### config.mk
export PLATFORM = sky130hd
export DESIGN_NAME = ps2_mouse_device_sm_flat
export DESIGN_NICKNAME = d
export VERILOG_FILES = /design/src/rtl/ps2_mouse_device_sm_if.sv /design/src/rtl/ps2_mouse_device_sm.sv /design/src/flat_wrapper.sv
export SDC_FILE = /design/constraint.sdc
export NUM_CORES = 1
export LEC_CHECK = 0
export ABC_AREA = 1
export BUFFER_PORTS_ARGS = -buffer_cell sky130_fd_sc_hd__buf_4
export CAP_MARGIN = 20
export CELL_PAD_IN_SITES_DETAIL_PLACEMENT = 2
export CELL_PAD_IN_SITES_GLOBAL_PLACEMENT = 2
export CORE_UTILIZATION = 33
export CTS_BUF_LIST = sky130_fd_sc_hd__clkbuf_4 sky130_fd_sc_hd__clkbuf_8 sky130_fd_sc_hd__clkbuf_16
export DETAILED_ROUTE_END_ITERATION = 16
export GPL_TIMING_DRIVEN = 1
export HOLD_SLACK_MARGIN = 0.05
export PLACE_DENSITY_LB_ADDON = 0.1
export SYNTH_ARGS = -nofsm -noshare
export SYNTH_HDL_FRONTEND = slang
export SYNTH_SLANG_ARGS = --single-unit
### constraint.sdc
create_clock -name clk -period 2.3 [get_ports clk]
set_input_delay 0.575 -clock clk [delete_from_list [all_inputs] [get_ports clk]]
set_output_delay 0.575 -clock clk [all_outputs]
set_load 0.1 [all_outputs]
### src/rtl/ps2_mouse_device_sm_if.sv
// ps2_mouse_device_sm_if
// Groups the handshakes around the emulated PS/2 mouse state machine:
//   rx_*   : command bytes from the device-side byte receiver (ready/ack)
//   tx_*   : bytes to the device-side byte transmitter (send/done)
//   move_* : 3-byte movement packets offered by the movement source
//   streaming, busy : status flags of the state machine
// The slave modport is the mouse state machine; the master modport is the
// surrounding environment (receiver, transmitter, movement source).
interface ps2_mouse_device_sm_if;
  logic [7:0] rx_byte;
  logic [1:0] rx_error;
  logic       rx_ready;
  logic       rx_ack;
  logic       tx_send;
  logic [7:0] tx_byte;
  logic       tx_done;
  logic       move_valid;
  logic [7:0] move_status;
  logic [7:0] move_dx;
  logic [7:0] move_dy;
  logic       move_accept;
  logic       streaming;
  logic       busy;

  modport slave (
    input  rx_byte, rx_error, rx_ready, tx_done,
    input  move_valid, move_status, move_dx, move_dy,
    output rx_ack, tx_send, tx_byte, move_accept, streaming, busy
  );

  modport master (
    output rx_byte, rx_error, rx_ready, tx_done,
    output move_valid, move_status, move_dx, move_dy,
    input  rx_ack, tx_send, tx_byte, move_accept, streaming, busy
  );
endinterface

### src/rtl/ps2_mouse_device_sm.sv
// ps2_mouse_device_sm
// Device-side PS/2 mouse emulation. Decodes host commands from the byte
// receiver, answers through the byte transmitter and, while reporting is
// enabled, streams 3-byte movement packets (status, DX, DY).
// Ports:
//   clk   : system clock, rising edge
//   reset : synchronous, active-high
//   bus   : ps2_mouse_device_sm_if.slave (rx, tx, movement handshakes,
//           streaming and busy flags)
// Parameters:
//   BAT_DELAY : cycles between the FA acknowledge and the AA self-test byte
//   DEVICE_ID : ID byte sent after AA and in reply to F2
module ps2_mouse_device_sm #(
  parameter int unsigned BAT_DELAY = 1000,
  parameter logic [7:0]  DEVICE_ID = 8'h00
) (
  input logic clk,
  input logic reset,
  ps2_mouse_device_sm_if.slave bus
);

  // Last count value of the BAT wait; a zero delay behaves like a delay of one.
  localparam logic [23:0] BAT_LAST = (BAT_DELAY > 0) ? 24'(BAT_DELAY - 1) : 24'd0;

  typedef enum logic [2:0] {
    ST_IDLE,
    ST_TX_WAIT,
    ST_BAT_WAIT,
    ST_SEND_ID,
    ST_PKT0,
    ST_PKT1,
    ST_PKT2
  } state_t;

  state_t      state_q, state_d;
  state_t      next_q, next_d;
  logic        set_stream_q, set_stream_d;
  logic        streaming_q, streaming_d;
  logic [23:0] bat_cnt_q, bat_cnt_d;
  logic [7:0]  last_q, last_d;
  logic [7:0]  tx_byte_q, tx_byte_d;
  logic        tx_send_q, tx_send_d;
  logic        rx_ack_q, rx_ack_d;
  logic        move_accept_q, move_accept_d;
  logic [7:0]  pkt_status_q, pkt_status_d;
  logic [7:0]  pkt_dx_q, pkt_dx_d;
  logic [7:0]  pkt_dy_q, pkt_dy_d;

  logic        send_en;
  logic [7:0]  send_byte;
  state_t      send_next;
  logic        send_resend;

  // State register; reset aborts any reply or packet in flight.
  always_ff @(posedge clk) begin
    if (reset) begin
      state_q       <= ST_IDLE;
      next_q        <= ST_IDLE;
      set_stream_q  <= 1'b0;
      streaming_q   <= 1'b0;
      bat_cnt_q     <= '0;
      last_q        <= 8'h00;
      tx_byte_q     <= 8'h00;
      tx_send_q     <= 1'b0;
      rx_ack_q      <= 1'b0;
      move_accept_q <= 1'b0;
      pkt_status_q  <= 8'h00;
      pkt_dx_q      <= 8'h00;
      pkt_dy_q      <= 8'h00;
    end else begin
      state_q       <= state_d;
      next_q        <= next_d;
      set_stream_q  <= set_stream_d;
      streaming_q   <= streaming_d;
      bat_cnt_q     <= bat_cnt_d;
      last_q        <= last_d;
      tx_byte_q     <= tx_byte_d;
      tx_send_q     <= tx_send_d;
      rx_ack_q      <= rx_ack_d;
      move_accept_q <= move_accept_d;
      pkt_status_q  <= pkt_status_d;
      pkt_dx_q      <= pkt_dx_d;
      pkt_dy_q      <= pkt_dy_d;
    end
  end

  // Next-state logic. Every state that transmits fills in send_*; the shared
  // tail then pulses TX_SEND and parks in ST_TX_WAIT with next_q holding the
  // state to resume once the transmitter reports TX_DONE.
  always_comb begin
    state_d       = state_q;
    next_d        = next_q;
    set_stream_d  = set_stream_q;
    streaming_d   = streaming_q;
    bat_cnt_d     = bat_cnt_q;
    last_d        = last_q;
    tx_byte_d     = tx_byte_q;
    tx_send_d     = 1'b0;
    rx_ack_d      = 1'b0;
    move_accept_d = 1'b0;
    pkt_status_d  = pkt_status_q;
    pkt_dx_d      = pkt_dx_q;
    pkt_dy_d      = pkt_dy_q;
    send_en       = 1'b0;
    send_byte     = 8'h00;
    send_next     = ST_IDLE;
    send_resend   = 1'b0;

    case (state_q)
      ST_IDLE: begin
        // Host commands win over a movement packet offered in the same cycle.
        if (bus.rx_ready) begin
          rx_ack_d     = 1'b1;
          send_en      = 1'b1;
          set_stream_d = 1'b0;
          if (bus.rx_error != 2'b00) begin
            send_byte = 8'hFE;
          end else begin
            case (bus.rx_byte)
              8'hFF: begin
                send_byte   = 8'hFA;
                streaming_d = 1'b0;
                bat_cnt_d   = '0;
                send_next   = ST_BAT_WAIT;
              end
              8'hF4: begin
                // Reporting turns on only once the FA has gone out.
                send_byte    = 8'hFA;
                set_stream_d = 1'b1;
              end
              8'hF5: begin
                send_byte   = 8'hFA;
                streaming_d = 1'b0;
              end
              8'hF2: begin
                send_byte = 8'hFA;
                send_next = ST_SEND_ID;
              end
              8'hFE: begin
                // A resend repeats the previous byte and must not overwrite it.
                send_byte   = last_q;
                send_resend = 1'b1;
              end
              default: send_byte = 8'hFE;
            endcase
          end
        end else if (streaming_q && bus.move_valid) begin
          pkt_status_d  = bus.move_status;
          pkt_dx_d      = bus.move_dx;
          pkt_dy_d      = bus.move_dy;
          move_accept_d = 1'b1;
          state_d       = ST_PKT0;
        end
      end
      ST_PKT0: begin
        // Bit 3 of the status byte is always set in a PS/2 movement packet.
        send_en   = 1'b1;
        send_byte = pkt_status_q | 8'h08;
        send_next = ST_PKT1;
      end
      ST_PKT1: begin
        send_en   = 1'b1;
        send_byte = pkt_dx_q;
        send_next = ST_PKT2;
      end
      ST_PKT2: begin
        send_en   = 1'b1;
        send_byte = pkt_dy_q;
        send_next = ST_IDLE;
      end
      ST_SEND_ID: begin
        send_en   = 1'b1;
        send_byte = DEVICE_ID;
        send_next = ST_IDLE;
      end
      ST_BAT_WAIT: begin
        if (bat_cnt_q >= BAT_LAST) begin
          send_en   = 1'b1;
          send_byte = 8'hAA;
          send_next = ST_SEND_ID;
        end else begin
          bat_cnt_d = bat_cnt_q + 24'd1;
        end
      end
      ST_TX_WAIT: begin
        if (bus.tx_done) begin
          state_d = next_q;
          if (set_stream_q) begin
            streaming_d  = 1'b1;
            set_stream_d = 1'b0;
          end
        end
      end
      default: state_d = ST_IDLE;
    endcase

    if (send_en) begin
      tx_send_d = 1'b1;
      tx_byte_d = send_byte;
      state_d   = ST_TX_WAIT;
      next_d    = send_next;
      if (!send_resend) begin
        last_d = send_byte;
      end
    end
  end

  assign bus.rx_ack      = rx_ack_q;
  assign bus.tx_send     = tx_send_q;
  assign bus.tx_byte     = tx_byte_q;
  assign bus.move_accept = move_accept_q;
  assign bus.streaming   = streaming_q;
  assign bus.busy        = (state_q != ST_IDLE);

endmodule
### src/flat_wrapper.sv
// flat-port wrapper written by rule: the top's interface ports become plain ports
module ps2_mouse_device_sm_flat 
#(
  parameter int unsigned BAT_DELAY = 1000,
  parameter logic [7:0]  DEVICE_ID = 8'h00
)
  (clk, reset, bus_rx_byte, bus_rx_error, bus_rx_ready, bus_tx_done, bus_move_valid, bus_move_status, bus_move_dx, bus_move_dy, bus_rx_ack, bus_tx_send, bus_tx_byte, bus_move_accept, bus_streaming, bus_busy);
  ps2_mouse_device_sm_if bus_i ();
  input logic clk;
  input logic reset;
  input wire logic [$bits(bus_i.rx_byte)-1:0] bus_rx_byte;
  input wire logic [$bits(bus_i.rx_error)-1:0] bus_rx_error;
  input wire logic [$bits(bus_i.rx_ready)-1:0] bus_rx_ready;
  input wire logic [$bits(bus_i.tx_done)-1:0] bus_tx_done;
  input wire logic [$bits(bus_i.move_valid)-1:0] bus_move_valid;
  input wire logic [$bits(bus_i.move_status)-1:0] bus_move_status;
  input wire logic [$bits(bus_i.move_dx)-1:0] bus_move_dx;
  input wire logic [$bits(bus_i.move_dy)-1:0] bus_move_dy;
  output wire logic [$bits(bus_i.rx_ack)-1:0] bus_rx_ack;
  output wire logic [$bits(bus_i.tx_send)-1:0] bus_tx_send;
  output wire logic [$bits(bus_i.tx_byte)-1:0] bus_tx_byte;
  output wire logic [$bits(bus_i.move_accept)-1:0] bus_move_accept;
  output wire logic [$bits(bus_i.streaming)-1:0] bus_streaming;
  output wire logic [$bits(bus_i.busy)-1:0] bus_busy;
  assign bus_i.rx_byte = bus_rx_byte;
  assign bus_i.rx_error = bus_rx_error;
  assign bus_i.rx_ready = bus_rx_ready;
  assign bus_i.tx_done = bus_tx_done;
  assign bus_i.move_valid = bus_move_valid;
  assign bus_i.move_status = bus_move_status;
  assign bus_i.move_dx = bus_move_dx;
  assign bus_i.move_dy = bus_move_dy;
  assign bus_rx_ack = bus_i.rx_ack;
  assign bus_tx_send = bus_i.tx_send;
  assign bus_tx_byte = bus_i.tx_byte;
  assign bus_move_accept = bus_i.move_accept;
  assign bus_streaming = bus_i.streaming;
  assign bus_busy = bus_i.busy;
  ps2_mouse_device_sm #(.BAT_DELAY(BAT_DELAY), .DEVICE_ID(DEVICE_ID)) u_core (.clk(clk), .reset(reset), .bus(bus_i));
endmodule
After elaboration in Yosys (flattened, before gate mapping)
Index checks and enable logic that the tools add are counted.

word-level totals
  bits in registers = 75
  output and inout port bits = 13
  logic and storage cells = 104

operators by class
  add/sub/neg operators = 1
  $lt $le $gt $ge = 1
  equal/unequal tests = 24
  multiplexer cells = 40
  bitwise operators = 4
  reduce and logical (&&, ||, !) cells = 20

operators with widths
  cell                                                   count
  two-way mux 24 bit                                     4
  one-hot mux 24 bit (2 select lines)                    1
  == test 8 bit, second input constant                   5
  one-hot mux 8 bit (5 select lines)                     1
  adder 24 x 1 -> 24 bit, second input constant          1
  >= comparator 24 x 10 -> 1 bit, second input constant  1
  two-way mux 8 bit                                      3
  two-way mux 1 bit                                      18
  one-hot mux 8 bit (2 select lines)                     1
  two-way mux 3 bit                                      5
  != test 2 bit, second input constant                   7
  one-hot mux 3 bit (4 select lines)                     1
  == test 3 bit, second input constant                   3
  one-hot mux 3 bit (3 select lines)                     1
  AND reduction 4 bit                                    2
  OR reduction 4 bit                                     2
  == test 3 x 2 -> 1 bit, second input constant          2
  != test 2 x 1 -> 1 bit, second input constant          3
  != test 3 x 2 -> 1 bit, second input constant          2
  AND reduction 3 bit                                    2
  AND reduction 6 bit                                    1
  nonzero test 2 bit                                     3
  OR reduction 2 bit                                     3
  AND reduction 5 bit                                    1
  13 further kinds                                       17

Depth between registers and ports, before layout
  depth in word-level cells = 7
  depth in mapped cells = 11

Least setup slack after synthesis
No wires, ideal clock.

  path kind = register to register
  start = reg u_core.streaming_q (netlist: u_core.bus.streaming)
  end = reg u_core.pkt_status_q[2]
  arrival time = 1.994 ns
  data required time = 2.184 ns
  slack = 0.190 ns
  stages on the path, launching flop included = 8
  buffers on the path = 2
  path through = dfxtp_1 nand2_1 nor3_4 inv_2 buf_2 buf_6 nor2_1 nor2_1

between the ends
  cells in the longest elaborated chain, start to end = 2

RTL lines
  item                           RTL line                    text
  start: declaration             ps2_mouse_device_sm.sv:38   logic streaming_q, streaming_d;
  start signal: assignment       ps2_mouse_device_sm.sv:74   streaming_q <= streaming_d;
  logical AND 1 bit              ps2_mouse_device_sm.sv:147  end else if (streaming_q && bus.move_valid) begin
  AND reduction 3 bit (no line)  --
  end signal: assignment         ps2_mouse_device_sm.sv:81   pkt_status_q <= pkt_status_d;
  end: declaration               ps2_mouse_device_sm.sv:45   logic [7:0] pkt_status_q, pkt_status_d;

Every way passes these cells.
A chain may end at the register's enable or synchronous reset.

Worst setup path in the final report
  start = reg u_core.state_q[0]
  end = out bus_busy

between the ends
  cells in the longest elaborated chain, start to end = 1

RTL lines
  item                      RTL line                    text
  start: declaration        ps2_mouse_device_sm.sv:35   state_t state_q, state_d;
  start signal: assignment  ps2_mouse_device_sm.sv:71   state_q <= state_d;
  nonzero test 3 bit        ps2_mouse_device_sm.sv:213  assign bus.busy = (state_q != ST_IDLE);
  end: declaration          flat_wrapper.sv:24          output wire logic [$bits(bus_i.busy)-1:0] bus_busy;

Every way passes these cells.

==> results.toml <==
[pwr]
switching_share = 0.413
portion_of_total_power_attributed_to_sequential_cells = 0.374
power.density_nw_per_um2 = 958
power.clock.fraction = 0.271
power_switching_mw = 1.65
peakVddDrop_uv = 453
p_comb_frac = 0.356
p_int_mw = 2.34
leakagePower_nw = 1.88

[cts]
cts_hold_repair.buffers = 0
cts_sinks = 74
post-cts-setup-buffer-count = 0
clk-insertion-delay-late_ns = 0.37
cts-root-buf = "clkbuf_8"
tritoncts = "built"
cts_made_buffers = 9
clock_tree.htree_level_count = 3
postCtsResizedCells = 0
path_clk_slew_ns = 0.08
clk_path_buf_depth = 2

[worst_setup_path]
cp.arrival_ns = 1.48
worst_setup_path_startpoint = "u_core.state_q[0]"
r2r-end = "u_core.bat_cnt_q[8]"
cp-endpoint = "bus_busy"
reg2reg_depth = 10
critPathMaxStageDelay_ns = 0.46
worstReg2RegStart = "u_core.bat_cnt_q[0]"
timing.critical_path.cells = "inv_2, nand3_4, buf_4"
worstSetupStartpointType = "flop"
cp_data_required_time_ns = 1.73
crit_path_top_delay_cell = "dfxtp_1"
endpoint_kind = "primary output"
timing.critical_path.fanout_max = 9
timing.setup.critical_path_class = "reg -> out"
r2r_slack_ns = 0.41

[grt]
grt_busiest_layer = "met2"
antenna_found_initial = 0
grt.met1_usage = 0.230
groute.layer.met3.usage = 0.0396
pin_count_of_the_biggest_net_entering_global_routing = 30
grt_util_met2 = 0.413
grt_use_total = 0.214
first_global_vias = 3804
grt_overflow_total = 0
grt_pass1_wl_um = 18200

[timing]
setup_violations = 0
max_clock_freq_ghz = 0.487
holdWs_ns = 0.431
worst_slew_pin_slew_ns = 0.518
grt_setup_unrepaired = "no"
setup_total_negative_slack_ns = 0
maxSlewViolCount = 0
final_period_minus_worst_setup_slack_ns = 2.05
slew_headroom = 0.654
timing_hold_violations_final = 0
clock-skew-final_ns = 0.00970
final.period_utilization = 0.892

[cells_and_area]
fill_cells = 1223
layout.cells.most_common = "nand2_1"
area.growth.synth_to_final_pct = 22.0
antenna_cells = 0
post_layout_util = 0.421
post_layout_cell_count = 709
drive_gt1_frac = 0.175
layout_common_cells = "135 x nand2_1, 110 x nor2_1, 74 x dfxtp_1, 60 x buf_4, 41 x inv_1"
design.final.nets = 611

[placed_design]
numPlacedInstances = 693
routabilityCongestion = 0.747
dp_hpwl_um = 8260
portBuffers = 50

[die]
fp.dieW_um = 104
coreArea_um2 = 9910
design.die.area_um2 = 10800
start_util = 0.345
rows = 36
die_h_um = 104
pin_count = 52

[drt]
via_density = 4.89
route.detailed.drc = 0
wirelength_um = 11100
dr.pass1.iters = 4
antenna_left = 0
detailroute.via_count = 3467
drt-wirelength-per-cell_um = 15.6
starting_drc_count_in_detailed_routing = 118

[run_status]
outcome = "finished clean"

[synthesis]
synth.net_count = 555
post_synthesis_instance_total = 515
synth_area_um2 = 3420
ys_warn_count = 0
ys_seq_area_frac = 0.434
post_synthesis_cell_type_count = 31
synth.ff_latch_count = 74
yosys-top-cells-area = "dfxtp_1 43%, nand2_1 15%, nor2_1 12%"
synthesis.area_per_instance_um2 = 6.63
synth.top_cell.area_share = 0.434
synth_top_area_cell = "dfxtp_1"

[run]
cap_violations = 0

[min_path]
kind_of_path_behind_the_tightest_hold_check = "in -> reg"
## synth_stat cells
cell type	count
a21oi_1	25
a21oi_2	1
a31oi_1	3
buf_2	4
buf_4	1
buf_6	1
clkbuf_1	8
clkbuf_2	1
dfxtp_1	74
ha_1	1
inv_1	41
inv_2	7
nand2_1	135
nand2_2	5
nand2_4	1
nand3_1	34
nand3_2	1
nand3_4	1
nand4_1	6
nor2_1	110
nor2_2	7
nor2_4	1
nor3_1	3
nor3_4	1
nor3b_1	2
o21ai_0	33
o21ai_1	4
o21bai_1	1
o22ai_1	1
xnor2_1	1
xor2_1	1
## layout make-up
cell class / count / area (um^2) / area share
multi-input cells: 378 / 1680 / 0.403
well taps: 133 / 166 / 0.0399
inverters: 48 / 180 / 0.0432
repair buffers: 60 / 450 / 0.108
clock buffers: 12 / 159 / 0.0381
clock inverters: 4 / 50.0 / 0.0120
flip-flops and latches: 74 / 1480 / 0.355
## cells by family (layout without fill, tap and decap cells)
family                     count (synthesis)  in the layout  synth area share
and+or+nand+nor                          307            307             0.380
xor gates and xnor gates                   2              2           0.00513
DFF                                       74             74             0.434
AOI/OAI and AO/OA                         68             68             0.103
buffers and inverters                     63            124            0.0744
adders and majority gates                  1              1           0.00366
## power groups by stage
stage	sequential [mW]	combinational, mW	clock (mW)
after floorplan	1.81	0.720	0
final	1.49	1.42	1.08
after global routing	1.50	1.54	1.16
after CTS	1.49	1.44	1.11
after detailed placement	1.52	1.43	0
after global placement	1.51	1.37	0
## how the worst min path moves through the flow
| stage | start | to | slack, ns | cells past startpoint |
|---|---|---|---|---|
| 6_report | bus_move_dx[5] | u_core.pkt_dx_q[5] | 0.43 | 3 |
| 5_1_grt | bus_move_dx[4] | u_core.pkt_dx_q[4] | 0.44 | 3 |
| 4_1_cts | bus_move_dy[4] | u_core.pkt_dy_q[4] | 0.42 | 3 |
| 3_5_place_dp | u_core.bat_cnt_q[20] | u_core.bat_cnt_q[20] | 0.44 | 2 |
| 3_3_place_gp | u_core.bat_cnt_q[19] | u_core.bat_cnt_q[19] | 0.43 | 2 |
| 2_1_floorplan | u_core.bat_cnt_q[12] | u_core.bat_cnt_q[12] | 0.42 | 2 |
## worst max-delay path: cells and delay by family, from the launching register on
family,cells,cell delay (ns)
DFF,1,0.46
buffers and inverters,2,0.46
and+or+nand+nor,1,0.20
## state kept, by name, indices dropped and copies added, names as in the netlist
register	flops
u_core.bat_cnt_q	24
u_core.bus.move_accept	1
u_core.bus.rx_ack	1
u_core.bus.streaming	1
u_core.bus.tx_byte	8
u_core.bus.tx_send	1
u_core.last_q	8
u_core.next_q	3
u_core.pkt_dx_q	8
u_core.pkt_dy_q	8
u_core.pkt_status_q	7
u_core.set_stream_q	1
u_core.state_q	3
## routing by layer
| metal | part of all wire | up-vias |
|---|---|---|
| met3 | 0.024 | 17 |
| met4 | 0.019 | 0 |
| li1 | - | 1732 |
| met1 | 0.42 | 1675 |
| met5 | 0 | - |
| met2 | 0.54 | 43 |
## metrics by stage
| step | power [mW] | worst slack (ns) | cell area (um^2) |
|---|---|---|---|
| after floorplan | 2.53 | 0.190 | 3420 |
| after global placement | 2.88 | 0.246 | 3960 |
| after detailed placement | 2.95 | 0.165 | 3960 |
| after CTS | 4.04 | 0.238 | 4170 |
| after global routing | 4.21 | 0.196 | 4170 |
| final | 3.99 | 0.249 | 4170 |
(Power assumes the default switching activity.)
